**config.mk**
```make
export PLATFORM = sky130hd
export DESIGN_NAME = early_debounce_multi
export DESIGN_NICKNAME = d
export VERILOG_FILES = /design/src/rtl/early_debounce_multi.sv
export SDC_FILE = /design/constraint.sdc
export NUM_CORES = 1
export LEC_CHECK = 0
export BUFFER_PORTS_ARGS = -buffer_cell sky130_fd_sc_hd__buf_2
export CORE_ASPECT_RATIO = 1.5
export CORE_MARGIN = 2
export CORE_UTILIZATION = 56
export DETAILED_ROUTE_END_ITERATION = 8
export PLACE_DENSITY_LB_ADDON = 0.12
export SETUP_SLACK_MARGIN = 0.1
export SLEW_MARGIN = 25
export SYNTH_ARGS = -nofsm -noshare
export SYNTH_HDL_FRONTEND = slang
export SYNTH_SLANG_ARGS = --single-unit
```
**constraint.sdc**
```tcl
create_clock -name clk -period 2.65 [get_ports clk]
set_input_delay 0.265 -clock clk [delete_from_list [all_inputs] [get_ports clk]]
set_output_delay 0.265 -clock clk [all_outputs]
set_load 0.05 [all_outputs]
```
**src/rtl/early_debounce_multi.sv**
```systemverilog
`default_nettype none
// +--------------------------------------------------------------------------+
// | Module   : early_debounce_multi                                          |
// | Brief    : N-channel switch debouncer, early or delayed commit, 1-cycle  |
// |            rise/fall ticks and a per-channel lockout busy flag.          |
// | Revision : 1.0 - initial release                                         |
// +--------------------------------------------------------------------------+
module early_debounce_multi #(
    parameter int N_CH        = 4,
    parameter int LOCK_CYCLES = 2000000,
    parameter int EARLY       = 1,
    parameter int CNT_W       = $clog2(LOCK_CYCLES)
) (
    input  logic            clk,
    input  logic            reset,
    input  logic [N_CH-1:0] in,
    output logic [N_CH-1:0] db_out,
    output logic [N_CH-1:0] rise_tick,
    output logic [N_CH-1:0] fall_tick,
    output logic [N_CH-1:0] busy
);

    localparam logic [1:0]       c_ZERO   = 2'd0;
    localparam logic [1:0]       c_ONE    = 2'd1;
    localparam logic [1:0]       c_WAIT01 = 2'd2;
    localparam logic [1:0]       c_WAIT10 = 2'd3;
    localparam logic [CNT_W-1:0] c_LOAD   = CNT_W'(LOCK_CYCLES - 1);
    localparam logic             c_EARLY  = (EARLY != 0);

    logic [N_CH-1:0] r_sync1;
    logic [N_CH-1:0] r_sync2;

    always_ff @(posedge clk) begin
        if (reset) begin
            r_sync1 <= '0;
            r_sync2 <= '0;
        end else begin
            r_sync1 <= in;
            r_sync2 <= r_sync1;
        end
    end

    for (genvar g = 0; g < N_CH; g++) begin : g_ch
        logic [1:0]       r_state;
        logic [1:0]       w_state_nxt;
        logic [CNT_W-1:0] r_cnt;
        logic [CNT_W-1:0] w_cnt_nxt;
        logic             r_rise;
        logic             r_fall;
        logic             w_rise_nxt;
        logic             w_fall_nxt;
        logic             w_s;

        assign w_s = r_sync2[g];

        always_ff @(posedge clk) begin
            if (reset) begin
                r_state <= c_ZERO;
                r_cnt   <= '0;
                r_rise  <= 1'b0;
                r_fall  <= 1'b0;
            end else begin
                r_state <= w_state_nxt;
                r_cnt   <= w_cnt_nxt;
                r_rise  <= w_rise_nxt;
                r_fall  <= w_fall_nxt;
            end
        end

        // Early mode commits on entry to a WAIT state; delayed mode commits on its exit.
        always_comb begin
            w_state_nxt = r_state;
            w_cnt_nxt   = r_cnt;
            w_rise_nxt  = 1'b0;
            w_fall_nxt  = 1'b0;
            case (r_state)
                c_ZERO: begin
                    if (w_s) begin
                        w_state_nxt = c_WAIT01;
                        w_cnt_nxt   = c_LOAD;
                        w_rise_nxt  = c_EARLY;
                    end
                end
                c_WAIT01: begin
                    if (!c_EARLY && !w_s) begin
                        w_state_nxt = c_ZERO;
                        w_cnt_nxt   = '0;
                    end else if (r_cnt == '0) begin
                        w_state_nxt = c_ONE;
                        w_rise_nxt  = !c_EARLY;
                    end else begin
                        w_cnt_nxt   = r_cnt - 1'b1;
                    end
                end
                c_ONE: begin
                    if (!w_s) begin
                        w_state_nxt = c_WAIT10;
                        w_cnt_nxt   = c_LOAD;
                        w_fall_nxt  = c_EARLY;
                    end
                end
                c_WAIT10: begin
                    if (!c_EARLY && w_s) begin
                        w_state_nxt = c_ONE;
                        w_cnt_nxt   = '0;
                    end else if (r_cnt == '0) begin
                        w_state_nxt = c_ZERO;
                        w_fall_nxt  = !c_EARLY;
                    end else begin
                        w_cnt_nxt   = r_cnt - 1'b1;
                    end
                end
                default: begin
                    w_state_nxt = c_ZERO;
                    w_cnt_nxt   = '0;
                end
            endcase
        end

        assign db_out[g]    = c_EARLY ? (r_state == c_ONE || r_state == c_WAIT01)
                                      : (r_state == c_ONE || r_state == c_WAIT10);
        assign busy[g]      = (r_state == c_WAIT01) || (r_state == c_WAIT10);
        assign rise_tick[g] = r_rise;
        assign fall_tick[g] = r_fall;
    end

endmodule
`default_nettype wire

```
==> flow_results.org, run 1 <==
** Logic synthesis
- After synthesis, the netlist uses 62 different library cells.
- Cell area after synthesis :: 5786 µm²
- In the synthesized netlist the dominant register cell turns out to be sky130_fd_sc_hd__dfxtp_1.
- Yosys printed 0 warnings.
- Sequential cells were found to cover 37.37% of the synthesized design area.
- Number of synthesized register bits :: 108
- Gate count of the mapped netlist :: 670
- Dividing the synthesized area by the synthesized cell count gives 8.635 µm².
- The synthesized design contains 0 enable-type register cells.
- Post-synth ARST share :: 0%
- Syn Nets :: 700

** Timing
- Final setup margin :: 0.1668 ns
- Min Clock Period, post-route :: 2.483 ns
- Worst-margin pin slew :: 0.7749 ns
- The max-slew violation count is 0.
- Worst Skew :: 0.007541 ns
- Ratio of final minimum period to clock period :: 93.71%
- Max-slew headroom at the worst pin :: 48.34%
- The count of endpoints failing hold in the final timing report came to 0.
- Adding up every negative setup slack in the final design gives 0 ns.
- Highest Clock Rate :: 402.7 MHz
- Setup violations remaining at the end of the flow were counted as 0.
- Setup repair after global routing could not meet its margin everywhere.
- Worst hold margin :: 0.1166 ns

** Floorplan
- Measured along the x axis, the die boundary spans 86.99 µm.
- The die is 128.5 µm tall.
- The floorplan step defined a core boundary enclosing 10,080 µm².
- I/O pin total :: 22
- Effective utilization at floorplan :: 57.41%
- In this run the core area contains 45 standard-cell rows.
- Total die area :: 11,180 µm²

** Final layout
- Number of antenna diodes :: 0
- Filler cell count :: 887
- Compared with the post-synthesis result, the final layout area differs by 10.40%.
- Final Net Count :: 727
- Most used cells in the layout excluding fill and tap cells :: 106 x sky130_fd_sc_hd__dfxtp_1, 69 x sky130_fd_sc_hd__a21oi_1, 58 x sky130_fd_sc_hd__nor2_1
- Leaving out fill and tap cells, the most frequent cell in the layout is sky130_fd_sc_hd__dfxtp_1.
- Share of post-route cells with drive strength above 1 :: 14.29%
- For this run, the share of the core covered by cells in the final layout is 63.38%.

** Clock tree
- Clock latency on the worst-skew pair, taken at its later pin, is 0.35 ns.
- CTS saw 108 sinks.
- Clock tree from TritonCTS :: done
- Root buf cell :: sky130_fd_sc_hd__clkbuf_16
- Clock tree synthesis inserted a total of 9 buffers.
- The longest clock path from root to sink contains 2 buffers.
- Number of buffers inserted by hold repair at cts :: 0
- H-Tree Depth :: 3
- Clock-pin slew was measured on the worst setup and hold paths at 0.07 ns.

** Critical path
- Kind of end point of the critical path :: register
- The critical path in this run is classified as register to register.
- For this run, the slowest stage of the critical path takes 0.61 ns.
- Together, buffers and inverters on the worst path number 1.
- Slowest stage cell, crit path :: sky130_fd_sc_hd__or4b_2
- Among cell families on the critical path, the largest total delay comes from simple AND/OR/NAND/NOR gates.
- CP Launch Type :: register
- Worst EP arrival :: 2.76 ns
- Along the worst path, the maximum fanout reaches 8.
- Cells traversed along the worst timing path :: inv_1, ha_1, mux2_2, or3_1, or2_4, or4b_2, a21oi_1
- For the worst setup path, the data required time is 2.93 ns.
- Setup slack on the worst reg-to-reg path comes out at 0.17 ns.

** Global route
- The initial antenna violation count came to 0.
- Via count of the first global-routing pass :: 4,938
- The first global-routing pass estimated 21.99 mm of wire.
- Global routing consumed, over all layers together, 24.09% of the routing resources.
- Entering global routing, the biggest net connects 73 pins.
- Total global routing overflow :: 0

** Pwr
- Pwr Total :: 8190 µW
- VDD IR-drop max :: 654.9 µV
- Static Leakage :: 0.002432 µW
- In this run the power density over the cells is 1282 nW/µm².

** Detailed routing
- Antenna viol nets, final :: 0
- Dividing the detail-routed wire length by the instance count gives 16.06 µm.
- Via count :: 5,140
- First-pass iteration count of the detailed router :: 5
- In the routed layout, each cell is associated on average with a via count of 6.291.
- For this run, design rule violations remaining after detail routing come to 0.
- Starting DRT DRC Count :: 214
- The routed design has 13.12 mm of wire.

** Placed design
- Port Buffers :: 21
- Detailed-placement wirelength estimate :: 9.162 mm
- Post-place setup slack :: 0.06529 ns
- Routability-driven placement finished with a final weighted congestion of 0.9077.

** Hold path
- The worst hold path belongs to the class input port to register.

** Flow run
- Max-cap violations in this run came to 0.

** Status
- Outcome :: finished, final reports clean
-- cell usage after synthesis (all sizes together), types with 7 or more instances --
cell	n	area share, %
nor4	12	1.3
nor3b	7	0.91
o211ai	9	1.2
xor2	21	3.2
nor2b	9	0.97
clkbuf	20	1.3
nand3	11	0.95
a21oi	69	6.0
nor2	58	3.8
nand2	29	1.9
a211oi	7	0.91
nor3	14	1.3
or4b	7	1.2
nand4	10	1.1
o31ai	16	2.3
or3	22	2.4
o21ai	20	1.8
or2	10	1.1
xnor2	13	2.0
or4	27	3.6
a31oi	17	1.8
inv	29	1.9
dfxtp	108	37
buf	15	1.8
ha	24	5.2
-- repair_timing --
item | 4_1_cts | 5_1_grt
pin swaps | 0 | 0
resized for setup | 2 | 6
buffers inserted | 0 | 0
setup endpoints to repair | 1 | 18
-- state kept, by name, indices dropped and copies added (netlist names) --
register	count
g_ch.r_fall	4
g_ch.r_rise	4
r_sync1	4
r_sync2	4
g_ch.r_cnt	84
g_ch.r_state	8
-- through the flow --
step                instances  cell area, µm²
CTS                       817            6372
finish                    817            6387
global route              817            6387
detailed placement        803            6083
global placement          803            6083
floorplan                 670            5786
-- worst register-to-register path, stage by stage (launching register included) --
cell and delay, ns:
sky130_fd_sc_hd__dfxtp_2 0.36, sky130_fd_sc_hd__inv_1 0.07, sky130_fd_sc_hd__ha_1 0.23, sky130_fd_sc_hd__mux2_2 0.28
sky130_fd_sc_hd__or3_1 0.43, sky130_fd_sc_hd__or2_4 0.28, sky130_fd_sc_hd__or4b_2 0.61, sky130_fd_sc_hd__a21oi_1 0.15
-- layout make-up --
cell class	instances	area [µm²]	area share (%)
clock buffer	9	225.2	3.526
multi-input combinational	498	3351	52.46
timing repair buffer	51	330.3	5.171
tap	117	146.4	2.292
sequential	108	2165	33.89
inverter	29	108.9	1.704
clock inverter	5	61.31	0.9598
-- routing by layer --
layer | share of wire, % | vias to the layer above | track usage, %
met5 | 0 | - | 0
met4 | 3.5 | 0 | 13.88
met3 | 3.6 | 36 | 2.502
met2 | 50 | 132 | 42.03
met1 | 43 | 2412 | 28.17
li1 | - | 2560 | -
-- where the power goes --
part           internal (µW)  leakage, µW  switching [µW]  total (µW)
sequential              2080     0.000887             458        2540
combinational           1700      0.00140            2610        4320
clock                    731     0.000143             602        1330
-- worst paths after layout --
path                                          from                 to  cells after the start
worst min-delay path                         in[0]         r_sync1[0]                      2
worst min register to register          r_sync1[2]         r_sync2[2]                      1
worst max register to register  g_ch[3].r_state[0]  g_ch[3].r_cnt[11]                      7
worst max-delay path            g_ch[3].r_state[0]  g_ch[3].r_cnt[11]                      7
-- kinds of logic (layout without fill, tap and decap cells) --
logic type,Yosys count,after routing,synth area share (%)
compound gates,186,186,21.22
mux,9,9,1.644
simple gates,245,245,24.46
fa+ha+maj,24,24,5.190
flops,108,108,37.37
xor+xnor,34,34,5.147
buf+inv,64,94,4.974
(Power assumes the default switching activity.)
==> run 2: changes to the inputs <==
--- a/config.mk
+++ b/config.mk
@@ -6,13 +6,12 @@
 export NUM_CORES = 1
 export LEC_CHECK = 0
 export BUFFER_PORTS_ARGS = -buffer_cell sky130_fd_sc_hd__buf_2
-export CORE_ASPECT_RATIO = 1.5
+export CORE_ASPECT_RATIO = 1.75
 export CORE_MARGIN = 2
 export CORE_UTILIZATION = 56
 export DETAILED_ROUTE_END_ITERATION = 8
 export PLACE_DENSITY_LB_ADDON = 0.12
 export SETUP_SLACK_MARGIN = 0.1
-export SLEW_MARGIN = 25
 export SYNTH_ARGS = -nofsm -noshare
 export SYNTH_HDL_FRONTEND = slang
 export SYNTH_SLANG_ARGS = --single-unit
==> run 2 against run 1 <==
Clock power down 7%; core utilization about the same; register-to-register slack about the same; routed wire length up 2.3%; sequential cell count unchanged; final cell count up 2.2%; critical path type unchanged; largest power group unchanged.
==> flow_results.org, run 2 (synthesis results as in run 1) <==
** Final layout
- The cell area after layout was 6447 µm² (was 6387 µm²).
- Registers with the highest flip-flop counts :: g_ch.r_cnt: 84 flops, g_ch.r_state: 8 flops (unchanged)
- The number of diodes was 0 (unchanged).
- The leading cell type in the layout, fill and taps excluded was sky130_fd_sc_hd__dfxtp_1 (unchanged).
- Register name with the most flops :: g_ch.r_cnt (unchanged)
- Final standard cell utilization of the core :: 63.35% (was 63.38%)
- Most used cells in the layout excluding fill and tap cells: 107 x sky130_fd_sc_hd__dfxtp_1, 68 x sky130_fd_sc_hd__a21oi_1, 58 x sky130_fd_sc_hd__nor2_1 (was 106 x sky130_fd_sc_hd__dfxtp_1, 69 x sky130_fd_sc_hd__a21oi_1, 58 x sky130_fd_sc_hd__nor2_1).
- The flip-flop count of the largest register after layout was 84 (unchanged).
- Layout area overhead :: 11.44% (was 10.40%)
- Share of post-route cells with drive strength above 1 :: 15.25% (was 14.29%)
- Final Net Count :: 734 (was 727)

** Timing
- The count of endpoints failing hold in the final timing report came to 0 (unchanged).
- The final-layout worst hold slack is 0.1289 ns (was 0.1166 ns).
- The slew at the pin closest to its max-slew limit was 0.7660 ns (was 0.7749 ns).
- The post-route minimum period was 2.478 ns (was 2.483 ns).
- Highest Clock Rate :: 403.5 MHz (was 402.7 MHz)
- Setup repair after global routing missed its margin: true (unchanged).
- The worst-case clock skew is 0.009622 ns (was 0.007541 ns).
- Ratio of final minimum period to clock period :: 93.52% (was 93.71%)
- Number of failing setup endpoints in the final timing report :: 0 (unchanged)
- Max-slew headroom at the worst pin :: 48.93% (was 48.34%)
- The max-slew violation count came to 0 (unchanged).
- The final total negative setup slack came to 0 ns (unchanged).

** Critical path
- Slowest stage cell, crit path :: sky130_fd_sc_hd__or4b_2 (unchanged)
- The buffering stage count on the worst path with inverters included is 1 (unchanged).
- Reg-to-reg critical path startpoint :: g_ch[3].r_state[1] (was g_ch[3].r_state[0])
- Classification of the worst setup path :: register to register (unchanged)
- The setup slack on the worst flop-to-flop path was 0.17 ns (about the same).
- The required time of the worst setup path came to 2.93 ns (about the same).
- Cells traversed along the worst timing path :: inv_1, ha_1, mux2_2, or3_4, or2_4, or4b_2, a21oi_2 (was inv_1, ha_1, mux2_2, or3_1, or2_4, or4b_2, a21oi_1)
- Worst EP arrival :: 2.76 ns (about the same)
- Kind of end point of the critical path :: register (unchanged)
- End of the worst register-to-register path :: g_ch[3].r_cnt[11] (unchanged)
- CP peak stage delay :: 0.63 ns (was 0.61 ns)
- The critical path startpoint category was a register (unchanged).
- The peak fanout along the critical path was 8 (unchanged).
- The worst reg2reg path depth was 7 (unchanged).
- Family with the most delay on the worst path :: simple AND/OR/NAND/NOR gates (unchanged)

** Status
- Outcome :: finished, final reports clean (unchanged)

** Global route
- The overall fraction of global-route tracks in use came to 24.10% (was 24.09%).
- The overall overflow remaining after global route came to 0 (unchanged).
- The number of global-route vias before repair was 5,029 (was 4,938).
- Number of antenna violations at the first check in global routing :: 0 (unchanged)
- First-pass GRT wire length :: 22.07 mm (was 21.99 mm)
- Pin count of the biggest net entering global routing :: 73 (unchanged)

** Clock tree
- The TritonCTS sink count came to 108 (unchanged).
- Clock slew seen by the registers of the worst setup and hold paths :: 0.07 ns (about the same)
- The maximum buffer depth of the clock tree was 2 (unchanged).
- Number of clock buffers inserted by TritonCTS :: 9 (unchanged)
- The cell chosen for the clock root is sky130_fd_sc_hd__clkbuf_16 (unchanged).
- Clock tree from TritonCTS :: done (unchanged)
- The number of H-tree levels came to 3 (unchanged).
- The source-to-sink clock delay at the later pin of the worst-skew pair came to 0.35 ns (about the same).
- Number of buffers inserted by hold repair at cts :: 0 (unchanged)

** Pwr
- The leakage power of the design came to 0.002447 µW (was 0.002432 µW).
- The power per unit of standard cell area was 1264 nW/µm² (was 1282 nW/µm²).
- VDD IR-drop max :: 708.1 µV (was 654.9 µV)

** Flow run
- The count of max-cap constraint violations came to 0 (unchanged).

** Placed design
- The quantity of I/O buffers inserted on ports is 21 (unchanged).
- Final estimated routing congestion in global placement :: 0.8648 (was 0.9077)
- The HPWL after detailed placement was 9.659 mm (was 9.162 mm).
- Dpl cell area :: 6141 µm² (was 6083 µm²)

** Floorplan
- The horizontal die dimension was 80.84 µm (was 86.99 µm).
- Effective utilization at floorplan :: 56.85% (was 57.41%)
- I/O pin total :: 22 (unchanged)
- The standard-cell row count is 49 (was 45).
- Die Span Y :: 138.5 µm (was 128.5 µm)
- The core area is 10,180 µm² (was 10,080 µm²).
- The area of the die is 11,190 µm² (was 11,180 µm²).

** Detailed routing
- The count of unresolved DRC violations after routing came to 0 (unchanged).
- First-pass iteration count of the detailed router :: 4 (was 5)
- Via count :: 5,207 (was 5,140)
- Antenna viol nets, final :: 0 (unchanged)
- Drt wl/cell :: 16.07 µm (was 16.06 µm)
- Detail-routed via count per cell :: 6.236 (was 6.291)
- Starting DRT DRC Count :: 296 (was 214)
- Routed Wire Length :: 13.42 mm (was 13.12 mm)

** Hold path
- The worst-case hold path end point was r_sync1[0] (unchanged).
- The classification of the worst-slack hold path is input port to register (unchanged).
- The depth of the worst hold-timing path is 2 (unchanged).
- Beginning of the worst hold path :: in[0] (unchanged)
[run 2: power by group]
part / leakage, µW / internal [µW] / switching (µW)
clock network: 0.000125 / 661 / 584
logic: 0.00144 / 1710 / 2650
registers: 0.000887 / 2080 / 457
[run 2: layer usage]
| metal | share of wire (%) | global-route usage [%] | wire (µm) | up-vias |
|---|---|---|---|---|
| li1 | - | - | - | 2572 |
| met3 | 3.2 | 4.569 | 429 | 28 |
| met2 | 53 | 42.63 | 7143 | 104 |
| met4 | 2.4 | 10.88 | 320 | 0 |
| met1 | 41 | 27.12 | 5525 | 2503 |
| met5 | 0 | 0 | 0 | - |
[run 2: worst max-delay path by stage]
stage,from,end,slack [ns],depth (start not counted)
2_1_floorplan,g_ch[3].r_state[0],g_ch[3].r_cnt[11],0.16,8
3_3_place_gp,g_ch[3].r_state[0],g_ch[3].r_cnt[11],0.13,7
3_5_place_dp,g_ch[3].r_state[0],g_ch[3].r_cnt[11],0.07,7
4_1_cts,g_ch[3].r_state[0],g_ch[3].r_cnt[17],0.11,7
5_1_grt,g_ch[3].r_state[0],g_ch[3].r_cnt[11],0.09,7
6_report,g_ch[3].r_state[1],g_ch[3].r_cnt[11],0.17,7
[run 2: cell type report]
class | instances | area [µm²]
Clock inverter | 3 | 23.77
Fill cell | 899 | 3730
Tap cell | 127 | 158.9
Inverter | 29 | 108.9
Sequential cell | 108 | 2163
Multi-Input combinational cell | 498 | 3363
Clock buffer | 12 | 246.5
Timing Repair Buffer | 58 | 382.9
[run 2: through the flow]
step / power [µW] / worst slack (ns) / instances
after floorplan: 5627 / 0.1648 / 670
after global placement: 6657 / 0.1324 / 819
after detailed placement: 6787 / 0.07025 / 819
after CTS: 8077 / 0.1108 / 834
after global routing: 8724 / 0.09299 / 835
final: 8146 / 0.1717 / 835
[run 2: worst reg2reg max path: stages, from the launching register on]
cell and delay, ns:
sky130_fd_sc_hd__dfxtp_1 0.36, sky130_fd_sc_hd__inv_1 0.09, sky130_fd_sc_hd__ha_1 0.22, sky130_fd_sc_hd__mux2_2 0.29
sky130_fd_sc_hd__or3_4 0.41, sky130_fd_sc_hd__or2_4 0.27, sky130_fd_sc_hd__or4b_2 0.63, sky130_fd_sc_hd__a21oi_2 0.14
[run 2: what timing repair did]
action                                  4_1_cts  5_1_grt
resized for setup                             2        8
setup buffers                                 0        1
pin swaps                                     0        1
endpoints found under the setup margin        1       12
==> run 3: changes to the inputs <==
--- a/config.mk
+++ b/config.mk
@@ -10,7 +10,7 @@
 export CORE_MARGIN = 2
 export CORE_UTILIZATION = 56
 export DETAILED_ROUTE_END_ITERATION = 8
-export PLACE_DENSITY_LB_ADDON = 0.12
+export PLACE_DENSITY = 0.72
 export SETUP_SLACK_MARGIN = 0.1
 export SYNTH_ARGS = -nofsm -noshare
 export SYNTH_HDL_FRONTEND = slang
==> run 3 against run 2 <==
Hold slack worse by 0.0030 ns; setup slack worse by 0.019 ns; via count up 0.33%; critical path depth unchanged; sequential cell count unchanged; final cell count down 0.24%; routed wire length up 0.53%; clock-buffer cell count down 2; sequential share of layout area about the same; die area unchanged; critical path type unchanged.
==> flow_results.org, run 3 (synthesis results as in run 1) <==
** Floorplan
- The y dimension of the die is 138.5 µm (unchanged).
- The number of ports placed on the die boundary is 22 (unchanged).
- The core area came to 10,180 µm² (unchanged).
- The initial core utilization is 56.85% (unchanged).
- Horizontal die dimension :: 80.84 µm (unchanged)
- Total die area :: 11,190 µm² (unchanged)
- The standard-cell row count came to 49 (unchanged).

** Critical path
- The nature of the critical path endpoint was a register (unchanged).
- The setup slack on the worst flop-to-flop path was 0.15 ns (was 0.17 ns).
- End of the worst register-to-register path :: g_ch[2].r_cnt[13] (was g_ch[3].r_cnt[11])
- The worst reg2reg path depth came to 7 (unchanged).
- Worst EP required :: 2.88 ns (was 2.93 ns)
- The kind of cell adding the most delay to the critical path is simple AND/OR/NAND/NOR gates (unchanged).
- The source of the critical timing path was g_ch[2].r_cnt[4] (was g_ch[3].r_state[1]).
- Worst Path Max Fanout :: 6 (was 8)
- The arrival time of data at the critical path endpoint was 2.72 ns (was 2.76 ns).
- Slowest stage cell, crit path :: sky130_fd_sc_hd__or4_1 (was sky130_fd_sc_hd__or4b_2)
- CP Launch Type :: register (unchanged)
- The largest stage delay on the critical path came to 0.62 ns (was 0.63 ns).
- Buffers and inverters on the worst path :: 2 (was 1)
- Classification of the worst setup path :: register to register (unchanged)
- Reg-to-reg critical path startpoint :: g_ch[2].r_cnt[4] (was g_ch[3].r_state[1])
- Cells traversed along the worst timing path :: or4_4, or4_1, buf_4, o31ai_4, buf_4, or4_1, a21oi_1 (was inv_1, ha_1, mux2_2, or3_4, or2_4, or4b_2, a21oi_2)

** Timing
- The final total negative setup slack came to 0 ns (unchanged).
- Hold Vio Cnt, Final :: 0 (unchanged)
- The worst-case clock skew is 0.008758 ns (was 0.009622 ns).
- Highest Clock Rate :: 400.5 MHz (was 403.5 MHz)
- The number of setup violations in the final report came to 0 (unchanged).
- The slack of the critical path came to 0.1531 ns (was 0.1717 ns).
- The portion of the clock cycle consumed by the worst path in the final layout came to 94.22% (was 93.52%).
- Worst-margin pin slew :: 0.7787 ns (was 0.7660 ns)
- Max-slew violation total from the final report :: 0 (unchanged)
- Min Clock Period, post-route :: 2.497 ns (was 2.478 ns)
- Setup repair after global routing missed its margin: true (unchanged).
- Max-slew headroom at the worst pin :: 48.09% (was 48.93%)

** Hold path
- Number of stages on the worst hold path :: 2 (unchanged)
- Worst hold path endpoint :: r_sync1[3] (was r_sync1[0])
- Min-Delay Path Class :: input port to register (unchanged)
- The worst hold path startpoint was in[3] (was in[0]).

** Clock tree
- Clock slew seen by the registers of the worst setup and hold paths :: 0.07 ns (about the same)
- The TritonCTS sink count is 108 (unchanged).
- The number of H-tree levels is 3 (unchanged).
- Clock tree from TritonCTS :: done (unchanged)
- The maximum buffer depth of the clock tree came to 2 (unchanged).
- The TritonCTS buffer count was 9 (unchanged).
- Root buf cell :: sky130_fd_sc_hd__clkbuf_16 (unchanged)
- Clk_lat worst skew :: 0.35 ns (about the same)

** Placed design
- The HPWL after detailed placement came to 9.560 mm (was 9.659 mm).
- The worst setup slack before clock tree synthesis was 0.07174 ns (was 0.07025 ns).
- The last weighted congestion value of the routability-driven placer came to 0.8835 (was 0.8648).
- The quantity of I/O buffers inserted on ports is 21 (unchanged).
- Dpl cell area :: 6103 µm² (was 6141 µm²)

** Pwr
- Static Leakage :: 0.002448 µW (was 0.002447 µW)
- The worst ir drop on vdd is 707.7 µV (was 708.1 µV).
- Pwr Total :: 8234 µW (was 8146 µW)
- The power per unit of standard cell area came to 1277 nW/µm² (was 1264 nW/µm²).

** Final layout
- Most used cells in the layout excluding fill and tap cells :: 107 x sky130_fd_sc_hd__dfxtp_1, 69 x sky130_fd_sc_hd__a21oi_1, 58 x sky130_fd_sc_hd__nor2_1 (was 107 x sky130_fd_sc_hd__dfxtp_1, 68 x sky130_fd_sc_hd__a21oi_1, 58 x sky130_fd_sc_hd__nor2_1)
- Number of antenna diodes :: 0 (unchanged)
- Final standard cell utilization of the core :: 63.38% (was 63.35%)
- The net total in the final layout came to 731 (was 734).
- Filler cell count :: 928 (was 899)
- Register name with the most flops :: g_ch.r_cnt (unchanged)
- Number of flip-flops under the largest register name :: 84 (unchanged)
- Registers with the highest flip-flop counts :: g_ch.r_cnt: 84 flops, g_ch.r_state: 8 flops (unchanged)
- Share of post-route cells with drive strength above 1 :: 15.30% (was 15.25%)
- The cell area after layout came to 6450 µm² (was 6447 µm²).
- The leading cell type in the layout, fill and taps excluded is sky130_fd_sc_hd__dfxtp_1 (unchanged).
- The relative area change from synthesis to final layout was 11.48% (was 11.44%).

** Detailed routing
- Via count :: 5,224 (was 5,207)
- Antenna viol nets, final :: 0 (unchanged)
- The count of TritonRoute iterations in the first routing pass was 7 (was 4).
- Detail-routed via count per cell :: 6.271 (was 6.236)
- The starting DRC count in detailed routing came to 294 (was 296).
- The count of unresolved DRC violations after routing was 0 (unchanged).
- Drt wl/cell :: 16.19 µm (was 16.07 µm)
- The detailed-route wire length was 13.49 mm (was 13.42 mm).

** Flow run
- Max capacitance violation total :: 0 (unchanged)

** Status
- Outcome: finished, final reports clean (unchanged).

** Global route
- Combined global-route utilization of all metal layers :: 24.58% (was 24.10%)
- The pin count of the biggest net entering global routing is 73 (unchanged).
- The initial antenna violation count is 0 (unchanged).
- Via count of the first global-routing pass :: 5,136 (was 5,029)
- Total global routing overflow :: 0 (unchanged)
- First-pass GRT wire length :: 22.45 mm (was 22.07 mm)
[run 3: cell types whose count changed in the layout (fill, tap and decap cells not counted), sizes merged]
cell | previous run | this run
buf | 58 | 55
clkbuf | 12 | 10
clkinv | 1 | 3
inv | 29 | 30
[run 3: cell type report]
cell class,count,area [µm²],area share (%)
multi-input cells,498,3371,52.26
flip-flops and latches,108,2163,33.54
well taps,127,158.9,2.464
repair buffers,55,360.3,5.587
inverters,29,108.9,1.688
clock buffers,10,239.0,3.705
clock inverters,6,48.80,0.7565
[run 3: repair_timing]
| action | 4_1_cts | 5_1_grt |
|---|---|---|
| setup endpoints to repair | 1 | 16 |
| pin swaps | 0 | 1 |
| gates resized for setup | 2 | 9 |
| hold buffers | 0 | 0 |
| setup buffers | 0 | 3 |
[run 3: layer usage]
metal	vias up	wire (µm)	part of all wire [%]	global-route usage, %
li1	2562	-	-	-
met1	2510	5562	41	27.59
met2	117	7091	53	43.58
met3	35	358	2.7	3.198
met4	0	476	3.5	12.93
met5	-	0	0	0
[run 3: how the worst max path moves through the flow]
stage | slack [ns] | depth (start not counted) | to
finish | 0.15 | 7 | g_ch[2].r_cnt[13]
global route | 0.04 | 7 | g_ch[2].r_cnt[13]
CTS | 0.10 | 5 | g_ch[1].r_cnt[12]
detailed placement | 0.07 | 7 | g_ch[3].r_cnt[11]
global placement | 0.13 | 7 | g_ch[3].r_cnt[11]
floorplan | 0.16 | 8 | g_ch[3].r_cnt[11]
[run 3: metrics by stage]
step | instances | hold slack, ns
floorplan | 670 | 0.3932
global placement | 814 | 0.4203
detailed placement | 814 | 0.4212
CTS | 830 | 0.1175
global route | 833 | 0.1403
finish | 833 | 0.1259
[run 3: power by group]
group / switching, µW / internal, µW / leakage [µW]
Sequential: 461 / 2080 / 0.000887
Clock: 621 / 672 / 0.000137
Combinational: 2670 / 1730 / 0.00142
